<file path="config.mk">
export PLATFORM = sky130hd
export DESIGN_NAME = despachante_chamadas
export DESIGN_NICKNAME = d
export VERILOG_FILES = /design/src/rtl/despachante_chamadas.sv
export SDC_FILE = /design/constraint.sdc
export NUM_CORES = 1
export LEC_CHECK = 0
export CELL_PAD_IN_SITES_DETAIL_PLACEMENT = 1
export CELL_PAD_IN_SITES_GLOBAL_PLACEMENT = 2
export CORE_MARGIN = 5
export CORE_UTILIZATION = 36
export DETAILED_ROUTE_END_ITERATION = 8
export PLACE_DENSITY_LB_ADDON = 0.08
export SETUP_SLACK_MARGIN = 0.5
export SYNTH_ARGS = -nofsm -noshare
export SYNTH_HDL_FRONTEND = slang
export SYNTH_SLANG_ARGS = --single-unit
export TNS_END_PERCENT = 10
</file>
<file path="constraint.sdc">
create_clock -name clock_in -period 3.5 [get_ports clock_in]
set_input_delay 0.525 -clock clock_in [delete_from_list [all_inputs] [get_ports clock_in]]
set_output_delay 0.525 -clock clock_in [all_outputs]
set_load 0.05 [all_outputs]
</file>
<file path="src/rtl/despachante_chamadas.sv">
// rtl/despachante_chamadas.sv - hall-call dispatcher for the four-floor elevator
// Latches call buttons, picks the next floor same-direction-first and times the door.
module despachante_chamadas #(
  parameter int unsigned TEMPO_PORTA = 25_000_000
) (
  input  logic       clock_in,
  input  logic       reset_n,
  input  logic [3:0] botoes_chamada,
  input  logic [1:0] andar_atual,
  output logic [1:0] alvo,
  output logic       alvo_valido,
  output logic [3:0] pendentes,
  output logic       porta_aberta,
  output logic       direcao
);

  localparam logic [24:0] RECARGA = 25'(TEMPO_PORTA - 1);

  typedef enum logic [1:0] {OCIOSO, MOVENDO, PORTA} estado_t;

  estado_t     estado_q, estado_d;
  logic [3:0]  pendentes_q, pendentes_d;
  logic [1:0]  alvo_q, alvo_d;
  logic        valido_q, valido_d;
  logic        direcao_q, direcao_d;
  logic [24:0] cont_q, cont_d;

  logic [3:0]  limpa;
  logic [3:0]  um_hot_atual;
  logic [3:0]  mascara;
  logic        aqui;
  logic        tem_acima, tem_abaixo;
  logic [1:0]  acima, abaixo;

  assign um_hot_atual = 4'b0001 << andar_atual;
  assign aqui         = pendentes_q[andar_atual];

  // Scan direction makes the last hit the nearest pending floor on each side.
  always_comb begin
    tem_acima  = 1'b0;
    acima      = 2'd0;
    tem_abaixo = 1'b0;
    abaixo     = 2'd0;
    for (int i = 3; i >= 0; i--) begin
      if (pendentes_q[i] && (2'(i) > andar_atual)) begin
        tem_acima = 1'b1;
        acima     = 2'(i);
      end
    end
    for (int i = 0; i < 4; i++) begin
      if (pendentes_q[i] && (2'(i) < andar_atual)) begin
        tem_abaixo = 1'b1;
        abaixo     = 2'(i);
      end
    end
  end

  always_ff @(posedge clock_in or negedge reset_n) begin
    if (!reset_n) begin
      estado_q    <= OCIOSO;
      pendentes_q <= 4'b0000;
      alvo_q      <= 2'd0;
      valido_q    <= 1'b0;
      direcao_q   <= 1'b1;
      cont_q      <= 25'd0;
    end else begin
      estado_q    <= estado_d;
      pendentes_q <= pendentes_d;
      alvo_q      <= alvo_d;
      valido_q    <= valido_d;
      direcao_q   <= direcao_d;
      cont_q      <= cont_d;
    end
  end

  always_comb begin
    estado_d  = estado_q;
    limpa     = 4'b0000;
    alvo_d    = alvo_q;
    valido_d  = valido_q;
    direcao_d = direcao_q;
    cont_d    = cont_q;
    case (estado_q)
      OCIOSO: begin
        if (pendentes_q != 4'b0000) begin
          if (aqui) begin
            limpa    = um_hot_atual;
            cont_d   = RECARGA;
            estado_d = PORTA;
          end else begin
            valido_d = 1'b1;
            estado_d = MOVENDO;
            if (direcao_q && tem_acima) begin
              alvo_d = acima;
            end else if (tem_abaixo) begin
              alvo_d    = abaixo;
              direcao_d = 1'b0;
            end else begin
              alvo_d    = acima;
              direcao_d = 1'b1;
            end
          end
        end
      end
      MOVENDO: begin
        // Any pending floor reached en route is served, not only the target.
        if (aqui) begin
          limpa    = um_hot_atual;
          valido_d = 1'b0;
          cont_d   = RECARGA;
          estado_d = PORTA;
        end
      end
      PORTA: begin
        if (botoes_chamada[andar_atual]) begin
          cont_d = RECARGA;
        end else if (cont_q == 25'd0) begin
          estado_d = OCIOSO;
        end else begin
          cont_d = cont_q - 25'd1;
        end
      end
      default: estado_d = OCIOSO;
    endcase
  end

  // A press at the open door only extends the door; it never becomes a call.
  assign mascara     = (estado_q == PORTA) ? ~um_hot_atual : 4'b1111;
  assign pendentes_d = (pendentes_q | (botoes_chamada & mascara)) & ~limpa;

  always_comb begin
    alvo         = alvo_q;
    alvo_valido  = valido_q;
    pendentes    = pendentes_q;
    direcao      = direcao_q;
    porta_aberta = (estado_q == PORTA);
  end

endmodule

</file>
==> qor.csv, run 1 <==
stage,metric,value,unit
grt,met1_usage,24.76,%
yosys,synth-edff-count,0,
route,postRouteAntennaNets,0,
worst_setup_path,rr_worst_depth,7,
route,wl_per_cell,18.06,µm
yosys,yosys_warnings,0,
yosys,yosys.area_share.xor_xnor,0,%
sta,hold_viol,0,
sta,clock_skew,0.01484,ns
clocking,cts_buffer_depth,2,
route,via_count,1995,
power_and_ir_drop,p_per_area,732.0,nW/µm²
clocking,clock_latency,0.29,ns
grt,first_global_vias,2010,
sta,drv_slew,0,
clocking,post_cts_buffers,0,
sta,finalCriticalPeriod,2.784,ns
finish,nNetsFinal,276,
finish,drive_gt1_share,10.61,%
worst_setup_path,crit_chain,"inv_1, ha_1, or4b_2, nor2_1, nand4b_1, o21ai_0, o21ai_0",
yosys,synthAdderAreaFrac,2.846,%
sta,slew_headroom,43.78,%
grt,grt_max_degree,36,
finish,n_antenna_cell,0,
worst_setup_path,crit_path_frequent_cell,o21ai_0,
grt,overflow,0,
grt,grt_usage,17.11,%
yosys,synth_seq_area_share,39.90,%
power_and_ir_drop,power.leakage,0.9766,nW
sta,setup_viol,0,
worst_hold_path,hold_path_class,in2async,
clocking,clock_sinks,35,
yosys,syn-num-nets,258,
yosys,synthSimpleGateAreaFrac,19.29,%
finish,fill_cells,684,
worst_setup_path,crit_type,reg2reg,
clocking,cts_buffers,5,
worst_setup_path,reg2reg_from,cont_q[0],
grt,use_met3,3.857,%
grt,use_met2,26.16,%
floorplanning,die_y,88.15,µm
clocking,clk_pin_slew,0.09,ns
job,max_cap_violations,0,
place,dp_hpwl,4.282,mm
finish,final_core_utilization,43.47,%
yosys,ys_seq_elements,35,
route,drc,0,
finish,area_delta_synth_final,17.07,%
grt,grt-busiest-layer,met2,
place,port_buffers,16,
worst_setup_path,slowest_delay,0.63,ns
floorplanning,die-area,7770,µm²
finish,final_common_cell,dfrtp_1,
finish,final_cell_mix,"dfrtp_1, nor2_1, a21oi_1, a31oi_1, clkdlybuf4s50_1",
yosys,synthCells,245,
floorplanning,std_cell_rows,28,
power_and_ir_drop,vdd_drop_max,0.5257,mV
sta,rsz0062_at_grt,no,
sta,final.period_utilization,79.54,%
floorplanning,coreArea,5921,µm²
outcome,status,finished clean,
clocking,cts_tree,built,
yosys,synthMuxAreaShare,3.927,%
yosys,ys.flop_type,dfrtp_1,
clocking,cts-root-buf,clkbuf_8,
yosys,synth_top_family_by_area,compound AO/OA/AOI/OAI gates,
sta,fmax,359.2,MHz
yosys,synthDistinctLibCells,53,
sta,worstMarginPinSlew,0.8433,ns
yosys,syn_avg_cell_area,8.973,µm²
worst_setup_path,r2r_slack,0.72,ns
worst_setup_path,crit_arrival,2.95,ns
worst_setup_path,cpMaxStageDelayCell,or4b_2,
power_and_ir_drop,power,0.001884,W
yosys,syn_area,2198,µm²
yosys,async_reset_ff_share,100.0,%
clocking,cts.repair.resized,0,
route,wl,6.122,mm
floorplanning,io_pins,17,
grt,grt_first_pass_wirelength,10.32,mm
worst_setup_path,worstSetupStartpointType,register,
yosys,synth_compound_area_share,29.65,%
clocking,hold_buffers,0,
worst_setup_path,cp_max_fo,12,
floorplanning,die_x,88.15,µm
route,drt_iter0_markers,93,
place,place_congestion,0.7650,
route,drt_pass1_iterations,4,
sta,tns,0,ns
route,vias_per_cell,5.885,
worst_setup_path,timing.rr.end,cont_q[0],
worst_setup_path,crit_path_end_kind,register,
clocking,cts_max_level,2,
worst_setup_path,required,3.67,ns
floorplanning,start_util,37.13,%
grt,grt_antenna_before_repair,0,
synth_stat cells (2+ instances only):
library cell | count | share of area [%]
nand2b_1 | 3 | 0.85
o21ai_0 | 12 | 2.7
o41ai_1 | 4 | 1.6
nor2b_1 | 3 | 0.85
inv_1 | 12 | 2.0
mux2i_1 | 3 | 1.4
clkbuf_1 | 11 | 1.9
nor2_1 | 24 | 4.1
dfrtp_1 | 34 | 39
ha_1 | 5 | 2.8
a211oi_1 | 2 | 0.68
or2_2 | 2 | 0.57
nor4_1 | 8 | 2.3
o21a_1 | 4 | 1.4
o31ai_1 | 10 | 3.4
or4_1 | 4 | 1.4
o32a_1 | 2 | 0.91
nand2_1 | 11 | 1.9
nor3_1 | 8 | 1.8
a21oi_1 | 19 | 4.3
nand3_1 | 4 | 0.91
a21boi_0 | 2 | 0.68
a31oi_1 | 17 | 4.8
mux4_2 | 2 | 2.0
a21o_1 | 10 | 3.4
buf_2 | 2 | 0.46
cells by family (layout without fill, tap and decap cells):
| logic type | count (synthesis) | in the layout |
|---|---|---|
| AOI/OAI and AO/OA | 96 | 96 |
| and+or+nand+nor | 78 | 78 |
| DFF | 35 | 35 |
| buffers and inverters | 25 | 44 |
| muxes | 6 | 6 |
| adders and majority gates | 5 | 5 |
worst max-delay path by stage:
stage | start | endpoint | slack (ns)
2_1_floorplan | cont_q[7] | cont_q[20] | 1.06
3_3_place_gp | andar_atual[0] | cont_q[8] | 0.55
3_5_place_dp | andar_atual[0] | cont_q[10] | 0.51
4_1_cts | cont_q[0] | cont_q[0] | 0.72
5_1_grt | cont_q[0] | cont_q[0] | 0.51
6_report | cont_q[0] | cont_q[0] | 0.72
metrics by stage:
stage	cells	worst slack [ns]	hold slack, ns	area [µm²]
2_1_floorplan	245	1.057	0.2294	2198
3_3_place_gp	331	0.5545	0.4666	2456
3_5_place_dp	331	0.5066	0.4772	2456
4_1_cts	339	0.7226	0.3565	2574
5_1_grt	339	0.5143	0.3837	2574
6_report	339	0.7162	0.3124	2574
power by group:
part / switching, W / leakage [nW] / internal (W)
logic: 0.000598 / 0.545 / 0.000324
registers: 0.0000893 / 0.371 / 0.000477
clock network: 0.000164 / 0.0612 / 0.000231
area by class of cell:
type	count	area (µm²)	share of cell area, %
clock buffers	6	82.58	3.209
clock inverters	2	35.03	1.361
inverters	12	45.04	1.750
multi-input cells	185	1225	47.59
flip-flops and latches	35	877.1	34.08
well taps	75	93.84	3.646
repair buffers	24	215.2	8.362
worst max-delay path: cells and delay by family, from the launching register on:
family | cells | cell delay (ns)
AO/OA/AOI/OAI | 2 | 0.56
adder cells (fa/ha/maj) | 1 | 0.20
buffers and inverters | 1 | 0.11
flip-flops | 1 | 0.42
AND/OR/NAND/NOR | 3 | 1.35
metal layers:
metal	share of wire (%)	vias to the layer above
met3	2.7	2
li1	-	986
met5	0	-
met2	45	18
met1	52	989
met4	0.47	0
sequential cells by signal, summed over array words and instances, names as in the netlist:
register,count
alvo,2
alvo_valido,1
cont_q,25
direcao,1
estado_q,2
pendentes,4
(Power assumes the default switching activity.)
==> inputs of run 2 (changes only) <==
clock period = 2.68 ns   (was 3.5 ns; I/O delays follow)
==> qor.csv, run 2 (synthesis gave the netlist of run 1 again) <==
stage,metric,value,unit,change
route,top_layer_used,met4,,
worst_hold_path,hold_path_class,in2async,,
route,drt_iter0_markers,75,,-19%
place,dp.cells,344,,+3.9%
route,wl_met3,158,µm,-5.4%
finish,drive_gt1_share,20.42,%,+9.8 points
grt,overflow,0,,unchanged
finish,nNetsFinal,296,,+7.2%
clocking,cts_tree,built,,
clocking,clk_pin_slew,0.08,ns,about the same
worst_setup_path,path_buf_inv,0,,-1
finish,final_common_cell,dfrtp_1,,
grt,grt_first_pass_wirelength,11.07,mm,+7.2%
finish,multiInputGateArea,1277,µm²,+4.3%
finish,largest-register,cont_q,,
sta,slew_headroom,43.60,%,-0.18 points
floorplanning,start_util,37.13,%,unchanged
place,postPlaceCellArea,2561,µm²,+4.3%
route,met2_length,2.997,mm,+9.9%
clocking,clock_sinks,35,,unchanged
route,postRouteAntennaNets,0,,unchanged
finish,fill_cells,689,,+0.73%
grt,grt_antenna_before_repair,0,,unchanged
route,met1Wirelength,3.304,mm,+3.3%
worst_setup_path,slowest_delay,0.60,ns,-0.03 ns
sta,final.period_utilization,90.47,%,+11 points
sta,rsz0062_at_grt,yes,,
floorplanning,die-area,7770,µm²,unchanged
sta,fmax,412.5,MHz,+15%
route,wl_per_cell,18.18,µm,+0.68%
grt,grt_usage,18.41,%,+1.3 points
route,drc,0,,unchanged
floorplanning,die_x,88.15,µm,unchanged
sta,worstMarginPinSlew,0.8460,ns,+0.002720 ns
finish,instances_no_fill,359,,+5.9%
worst_setup_path,worstSetupStartpointType,register,,
worst_setup_path,cp_max_fo,8,,-4
grt,first_global_vias,2181,,+8.5%
sta,hold_viol,0,,unchanged
worst_setup_path,required,2.88,ns,-0.79 ns
worst_setup_path,crit_type,reg2reg,,
sta,drv_slew,0,,unchanged
clocking,cts-root-buf,clkbuf_8,,
worst_setup_path,crit_family,simple AND/OR/NAND/NOR gates,,
worst_setup_path,crit_path_end_kind,register,,
power_and_ir_drop,power.leakage,1.096,nW,+12%
power_and_ir_drop,p_per_area,895.6,nW/µm²,+22%
floorplanning,die_y,88.15,µm,unchanged
route,wl,6.527,mm,+6.6%
sta,holdWs,0.2099,ns,-0.1024 ns
place,dp_hpwl,4.557,mm,+6.4%
power_and_ir_drop,vdd_drop_max,0.4879,mV,-7.2%
sta,setup_viol,0,,unchanged
sta,clock_skew,0.01232,ns,-0.002517 ns
worst_setup_path,crit_chain,"or4_4, or2_4, or4_4, o31a_1, o31ai_1",,
finish,largest_register_ff_count,25,,unchanged
finish,seq_area,877.1,µm²,unchanged
worst_setup_path,cpMaxStageDelayCell,or4_4,,
route,via_count,2110,,+5.8%
grt,grt_max_degree,36,,unchanged
place,port_buffers,16,,unchanged
clocking,clock_latency,0.29,ns,about the same
sta,tns,0,ns,unchanged
clocking,cts_max_level,2,,unchanged
floorplanning,io_pins,17,,unchanged
clocking,cts_buffers,5,,unchanged
worst_setup_path,crit_path_frequent_cell,or4_4,,
floorplanning,std_cell_rows,28,,unchanged
finish,postLayoutCellArea,2771,µm²,+7.7%
finish,final_core_utilization,46.81,%,+3.3 points
finish,final_cell_mix,"dfrtp_1, buf_4, nor2_1, a21oi_1, a31oi_1",,
route,vias_per_cell,5.877,,-0.13%
route,drt_pass1_iterations,4,,unchanged
clocking,cts_buffer_depth,2,,unchanged
finish,area_delta_synth_final,26.07,%,
job,max_cap_violations,0,,unchanged
outcome,status,finished clean,,
sta,finalCriticalPeriod,2.425,ns,-0.3593 ns
finish,n_antenna_cell,0,,unchanged
worst_setup_path,crit_arrival,2.63,ns,-0.32 ns
place,place_congestion,0.7073,,-7.5%
floorplanning,coreArea,5921,µm²,unchanged
[run 2: cell types whose count changed in the layout (fill, tap and decap cells not counted), moves of 2 or more]
| cell | previous run | this run |
|---|---|---|
| ha_1 | 5 | 3 |
| clkdlybuf4s50_1 | 15 | 13 |
| dlymetal6s2s_1 | 0 | 2 |
| or4_4 | 1 | 3 |
| buf_6 | 0 | 2 |
| buf_4 | 8 | 26 |
| ha_2 | 0 | 2 |
| or4_1 | 4 | 2 |
[run 2: final cells by class]
class	count	share of cell area (%)
flip-flops and latches	35	31.65
well taps	75	3.386
inverters	12	1.625
clock buffers	8	3.612
multi-input cells	185	46.09
repair buffers	44	13.63
[run 2: worst paths after layout]
path,startpoint,to,slack [ns],cells past startpoint
min reg2reg,cont_q[17],cont_q[17],0.50,1
max,cont_q[15],cont_q[20],0.26,5
min,reset_n,estado_q[1],0.21,1
max in group asynchronous,reset_n,alvo[0],1.93,1
max reg2reg,cont_q[15],cont_q[20],0.26,5
min in group clock_in,cont_q[17],cont_q[17],0.50,1
[run 2: layer usage]
layer	up-vias	GRT usage, %
met5	-	0
met4	0	4.945
met3	6	3.387
met2	16	29.93
met1	1066	25.25
li1	1022	-
[run 2: where the power goes]
group / total, W / leakage, nW / switching [W] / internal [W]
logic: 0.00131 / 0.674 / 0.000812 / 0.000494
clock network: 0.000437 / 0.0515 / 0.000202 / 0.000235
registers: 0.000739 / 0.371 / 0.000116 / 0.000623
total: 0.00248 / 1.10 / 0.00113 / 0.00135
[run 2: repair_timing]
item | 4_1_cts | 5_1_grt
setup endpoints to repair | 31 | 31
hold buffers | 0 | 0
buffers inserted | 6 | 1
pin swaps | 3 | 3
resized for setup | 2 | 15
[run 2: stage by stage]
stage,total power [W],setup WS (ns)
after global placement,0.001995,0.09204
after CTS,0.002476,0.2331
final,0.002482,0.2555
after floorplan,0.001554,0.2469
after global routing,0.002648,0.1560
after detailed placement,0.002006,0.03917
==> inputs of run 3 (changes only) <==
CELL_PAD_IN_SITES_GLOBAL_PLACEMENT = 1   (was 2)
CORE_UTILIZATION = 45   (was 36)
==> qor.csv, run 3 (synthesis gave the netlist of run 1 again) <==
stage,metric,value,unit,change
worst_setup_path,slowest_delay,0.50,ns,-0.10 ns
worst_setup_path,crit_chain,"inv_2, ha_4, or4b_4, nor4_4, buf_4, a211oi_1, buf_4, a21oi_1, a31oi_1",,
worst_setup_path,required,2.83,ns,-0.05 ns
clocking,cts_tree,built,,
power_and_ir_drop,p_per_area,871.8,nW/µm²,-2.7%
grt,overflow,0,,unchanged
sta,holdWs,0.2050,ns,-0.004974 ns
clocking,cts_max_level,2,,unchanged
clocking,clk_pin_slew,0.08,ns,about the same
route,drt_pass1_iterations,4,,unchanged
worst_setup_path,worstSetupStartpointType,register,,
finish,n_antenna_cell,0,,unchanged
sta,worstMarginPinSlew,0.8299,ns,-0.01605 ns
sta,hold_viol,0,,unchanged
sta,final.period_utilization,90.71,%,+0.24 points
sta,fmax,411.4,MHz,-0.26%
floorplanning,die_y,79.90,µm,-9.4%
worst_setup_path,cp_max_fo,4,,-4
sta,finalCriticalPeriod,2.431,ns,+0.006394 ns
grt,grt_antenna_before_repair,0,,unchanged
worst_setup_path,path_buf_inv,3,,+3
sta,setup_viol,0,,unchanged
finish,largest-register,cont_q,,
floorplanning,coreArea,4723,µm²,-20%
clocking,cts-root-buf,clkbuf_8,,
floorplanning,die_x,79.90,µm,-9.4%
power_and_ir_drop,seq_power_share,29.5,%,-0.3 points
route,vias_per_cell,6.092,,+3.6%
power_and_ir_drop,power.share.clock,15.2,%,-2.4 points
route,wl,7.292,mm,+12%
power_and_ir_drop,power.leakage,1.134,nW,+3.5%
worst_setup_path,crit_path_end_kind,register,,
place,port_buffers,16,,unchanged
route,met2_length,3.436,mm,+15%
route,top_layer_used,met4,,
grt,grt_first_pass_wirelength,11.01,mm,-0.56%
worst_setup_path,crit_type,reg2reg,,
finish,nNetsFinal,305,,+3.0%
floorplanning,die-area,6383,µm²,-18%
route,drc,0,,unchanged
sta,rsz0062_at_grt,yes,,
sta,clock_skew,0.01337,ns,+0.001052 ns
worst_setup_path,crit_family,simple AND/OR/NAND/NOR gates,,
floorplanning,std_cell_rows,25,,-11%
route,via_count,2193,,+3.9%
route,drt_iter0_markers,103,,+37%
sta,final.setup.worst_slack,0.2491,ns,-0.006394 ns
power_and_ir_drop,p_int,0.001332,W,-1.5%
sta,drv_slew,0,,unchanged
clocking,clock_latency,0.29,ns,about the same
finish,largest_register_ff_count,25,,unchanged
grt,first_global_vias,2190,,+0.41%
floorplanning,io_pins,17,,unchanged
outcome,status,finished clean,,
job,max_cap_violations,0,,unchanged
route,wl_met3,279,µm,+77%
clocking,hold_buffers,0,,unchanged
worst_setup_path,cpMaxStageDelayCell,or4b_4,,
finish,final_cell_mix,"dfrtp_1, buf_4, nor2_1, a21oi_1, a31oi_1",,
worst_hold_path,hold_path_class,in2async,,
sta,slew_headroom,44.67,%,+1.1 points
power_and_ir_drop,power_frac_comb,55.3,%,+2.7 points
place,place_congestion,0.7578,,+7.1%
route,wl_per_cell,20.26,µm,+11%
clocking,cts_buffers,5,,unchanged
route,postRouteAntennaNets,0,,unchanged
grt,grt_max_degree,36,,unchanged
finish,area_delta_synth_final,30.39,%,
finish,drive_gt1_share,24.23,%,+3.8 points
clocking,clock_sinks,35,,unchanged
place,place_ws,0.02084,ns,-0.01833 ns
power_and_ir_drop,vdd_drop_max,0.7691,mV,+58%
floorplanning,start_util,46.54,%,+9.4 points
grt,grt_usage,21.94,%,+3.5 points
sta,tns,0,ns,unchanged
power_and_ir_drop,switching_power,0.001167,W,+3.3%
clocking,cts_buffer_depth,2,,unchanged
route,met1Wirelength,3.380,mm,+2.3%
worst_setup_path,crit_arrival,2.58,ns,-0.05 ns
power_and_ir_drop,power_switching_share,46.69,%,+1.2 points
place,dp_hpwl,4.323,mm,-5.1%
worst_setup_path,crit_path_frequent_cell,buf_4,,
==> run 3: changes by cell type in the layout (fill, tap and decap cells not counted), moves of 2 or more <==
cell      before  now
buf_4         26   34
clkbuf_1       1    3
clkbuf_8       7    5
nor3_1         8    6
nor3_2         0    2
nor4_4         0    2
==> run 3: final timing paths <==
path	startpoint	endpoint	slack (ns)	cells past startpoint
min	reset_n	alvo_valido	0.20	1
min reg2reg	cont_q[17]	cont_q[17]	0.49	1
max	cont_q[0]	cont_q[10]	0.25	9
max in group asynchronous	reset_n	cont_q[5]	1.94	1
max reg2reg	cont_q[0]	cont_q[10]	0.25	9
min in group clock_in	cont_q[17]	cont_q[17]	0.49	1
==> run 3: stage by stage <==
step           cells  power [W]  instance area [µm²]  util (%)
6_report         360   0.002499                 2867     60.69
5_1_grt          360   0.002660                 2867     60.69
4_1_cts          346   0.002389                 2680     56.74
3_5_place_dp     332   0.001971                 2521     53.38
3_3_place_gp     332   0.001944                 2521     53.38
2_1_floorplan    245   0.001554                 2218         -
==> run 3: cell type report <==
cell class / instances / area, µm²
multi-input combinational: 185 / 1341
timing repair buffer: 53 / 439.2
sequential: 35 / 877.1
inverter: 12 / 45.04
tap: 67 / 83.83
clock buffer: 8 / 80.08
fill: 547 / 1857
==> run 3: worst register-to-register path, cell delays in order (launching register included) <==
cell	delay [ns]
dfrtp_1	0.43
inv_2	0.12
ha_4	0.14
or4b_4	0.50
nor4_4	0.43
buf_4	0.18
a211oi_1	0.08
buf_4	0.17
a21oi_1	0.17
a31oi_1	0.08
==> run 3: what timing repair did <==
item,in CTS,in global routing
gates resized for setup,8,20
cloned,0,1
pin swaps,3,9
endpoints found under the setup margin,31,31
buffers inserted,6,13
==> run 3: per-layer routing <==
metal	track usage, %	vias up
li1	-	1036
met1	29.92	1090
met2	36.18	49
met3	3.725	18
met4	5.068	0
met5	0	-
==> run 3: power groups by stage <==
stage / sequential, W / clock, W / combinational [W]
finish: 0.000736 / 0.000380 / 0.00138
global route: 0.000753 / 0.000415 / 0.00149
CTS: 0.000729 / 0.000391 / 0.00127
detailed placement: 0.000748 / 0 / 0.00122
global placement: 0.000743 / 0 / 0.00120
floorplan: 0.000896 / 0 / 0.000659
==> patch (config.mk and constraints of run 3) <==
The 3 values of `estado_t` get a one-hot encoding in 3 bits.
--- a/src/rtl/despachante_chamadas.sv
+++ b/src/rtl/despachante_chamadas.sv
@@ -18,3 +18,3 @@
 
-  typedef enum logic [1:0] {OCIOSO, MOVENDO, PORTA} estado_t;
+  typedef enum logic [2:0] {OCIOSO = 3'b001, MOVENDO = 3'b010, PORTA = 3'b100} estado_t;
 
Formal check against the unedited RTL: no difference found for any inputs over 10 cycles, from zero or initial values and one cycle with reset_n low; not proved beyond that.
==> patch against run 3 <==
  * Sequential cell count is 1 higher
  * Critical endpoint is now cont_q[22]$_DFFE_PN0P_
  * Sequential power is 0.8% higher
  * Design area is 5.7% higher
  * Area after synthesis is 0.40% lower
  * Fmax is 11% higher
  * Routed wire length is 3.7% lower
  * Worst setup slack better by 0.24 ns
  * Power is 12% higher
  * Largest power group unchanged
==> patch: results (changes against run 3) <==
| Metric | Value |
|---|---|
| First-pass GRT wire length | `10600 µm (was 11010 µm)` |
| Largest net degree at the start of global routing | `37 (was 36)` |
| Initial antenna violation count | `0 (unchanged)` |
| Sequential element share of the synthesized area | `41.26% (was 39.90%)` |
| Reg2Reg Launch Point | `pendentes[1]$_DFF_PN0_ (was cont_q[0]$_DFFE_PN0P_)` |
| Average wire per standard cell | `19.51 µm (was 20.26 µm)` |
| Max FO, Critical Path | `10 (was 4)` |
| Fillers | `517 (was 547)` |
| Status | `complete, no violations (unchanged)` |
| Hold crit path type | `in2reg (was in2async)` |
| Area after DPL | `2505 µm² (was 2521 µm²)` |
| GRT met1 Usage | `25.44% (was 29.92%)` |
| Grt met3 use | `3.273% (was 3.725%)` |
| Max VDD drop | `0.0005745 V (was 0.0007691 V)` |
| Number of global-route vias before repair | `2115 (was 2190)` |
| DR iter-0 viols | `133 (was 103)` |
| Post-synth top cells | `dfrtp_1 (34), nor2_1 (31), nand2_1 (30) (was dfrtp_1 (34), nor2_1 (24), a21oi_1 (19))` |
| Hold_ws | `0.3939 ns (was 0.2050 ns)` |
| Hold Crit Depth | `2` |
| Synth warn | `0 (unchanged)` |
| Post-synthesis cell count | `234 (was 245)` |
| Hold Crit Endpoint | `pendentes[0]$_DFF_PN0_` |
| Synth top area cells | `dfrtp_1 (39%), xnor2_1 (8.8%), nor2_1 (5.3%) (was dfrtp_1 (39%), a31oi_1 (4.8%), a21oi_1 (4.3%))` |
| HPWL after DPL | `4058 µm (was 4323 µm)` |
| Synth unique cells | `46 (was 53)` |
| Drt via density | `5.633 (was 6.092)` |
| Pre-antenna DRT Iters | `5 (was 4)` |
| Worst skew pair latency | `0.30 ns` |
| Nets | `302 (was 305)` |
| Compound-Gate Fraction of Synth Area | `9.371% (was 29.65%)` |
| Dpl ws | `0.1212 ns (was 0.02084 ns)` |
| Global-route met2 utilization | `38.90% (was 36.18%)` |
| Final Skew | `0.008557 ns (was 0.01337 ns)` |
| Crit path DAT | `2.37 ns (was 2.58 ns)` |
| Worst reg2reg endpoint | `cont_q[22]$_DFFE_PN0P_ (was cont_q[10]$_DFFE_PN0P_)` |
| Layout cells sized above 1 | `30.38% (was 24.23%)` |
| Total clock buffers created by CTS | `5 (unchanged)` |
| Synthesized net count | `244 (was 258)` |
| H-tree lvl count | `2 (unchanged)` |
| Routability congestion estimate | `0.8379 (was 0.7578)` |
| Overall Global Routing Usage | `21.44% (was 21.94%)` |
| Leak pwr | `1.153 nW (was 1.134 nW)` |
| Xor/xnor share of the synthesized area | `8.800% (was 0%)` |
| IO Port Bufs | `16 (unchanged)` |
| Flop2flop setup slack | `0.49 ns (was 0.25 ns)` |
| Clock slew at reported path FFs | `0.08 ns (about the same)` |
| Max_slew headroom | `58.03% (was 44.67%)` |
| Synth Area in Adders | `1.143% (was 2.846%)` |
| Cell Int Power | `1.574 mW (was 1.332 mW)` |
| Mux cell area share after synthesis | `2.571% (was 3.927%)` |
| R2r worst-path depth | `7 (was 9)` |
| DRT Wirelength | `7024 µm (was 7292 µm)` |
| Placed Cells | `319 (was 332)` |
patch: changes by cell type after synthesis, moves of 6 or more:
cell and change:
clkbuf_1 -8, a21oi_1 -13, nor2_1 +7, nor3_1 +7, o31ai_1 -10, xnor2_1 +22
o21ai_0 -6, a31oi_1 -11, nand2_1 +19, a21o_1 -10
patch: timing repair:
action,4_1_cts,5_1_grt
pin swaps,4,10
buffers inserted,8,22
resized for setup,9,21
hold buffers,0,0
setup endpoints to repair,24,27
cloned,2,1
patch: final cells by class:
type	instances	area [µm²]	share of cell area, %
inverter	7	26.28	0.8671
sequential	36	910.9	30.06
tap	67	83.83	2.766
multi-input combinational	179	1285	42.40
clock inverter	1	7.507	0.2477
clock buffer	7	86.33	2.849
timing repair buffer	63	630.6	20.81
patch: how the worst max path moves through the flow:
stage / cells after the start / endpoint / slack [ns] / from
CTS: 8 / cont_q[13]$_DFFE_PN0P_ / 0.50 / cont_q[3]$_DFFE_PN0P_
finish: 7 / cont_q[22]$_DFFE_PN0P_ / 0.49 / pendentes[1]$_DFF_PN0_
floorplan: 8 / cont_q[22]$_DFFE_PN0P_ / 0.48 / pendentes[3]$_DFF_PN0_
global route: 8 / cont_q[21]$_DFFE_PN0P_ / 0.39 / cont_q[13]$_DFFE_PN0P_
global placement: 7 / cont_q[16]$_DFFE_PN0P_ / 0.20 / andar_atual[0]
detailed placement: 8 / cont_q[13]$_DFFE_PN0P_ / 0.12 / andar_atual[1]
patch: per-layer routing:
metal  up-vias  routed length, µm
met1      1021               2798
met4         0                184
li1        939                  -
met3        17                235
met5         -                  0
met2        51               3806
patch: power by group through the flow:
stage	Combinational [mW]	Clock [mW]	Sequential, mW
2_1_floorplan	0.675	0	0.867
3_3_place_gp	1.14	0	0.751
3_5_place_dp	1.17	0	0.760
4_1_cts	1.39	0.419	0.746
5_1_grt	1.74	0.452	0.759
6_report	1.64	0.412	0.742
patch: worst max-delay path, stage by stage (launching register included):
cell	delay, ns
dfrtp_2	0.49
mux4_2	0.51
and2b_4	0.21
a21oi_4	0.23
bufbuf_16	0.32
nor3_1	0.07
xnor2_1	0.16
nand2_1	0.08
patch: kinds of logic after synthesis:
kind of cell    count (synthesis)
simple gates                  122
fa+ha+maj                       2
mux                             3
flops                          36
buf+inv                        19
xor+xnor                       22
compound gates                 30
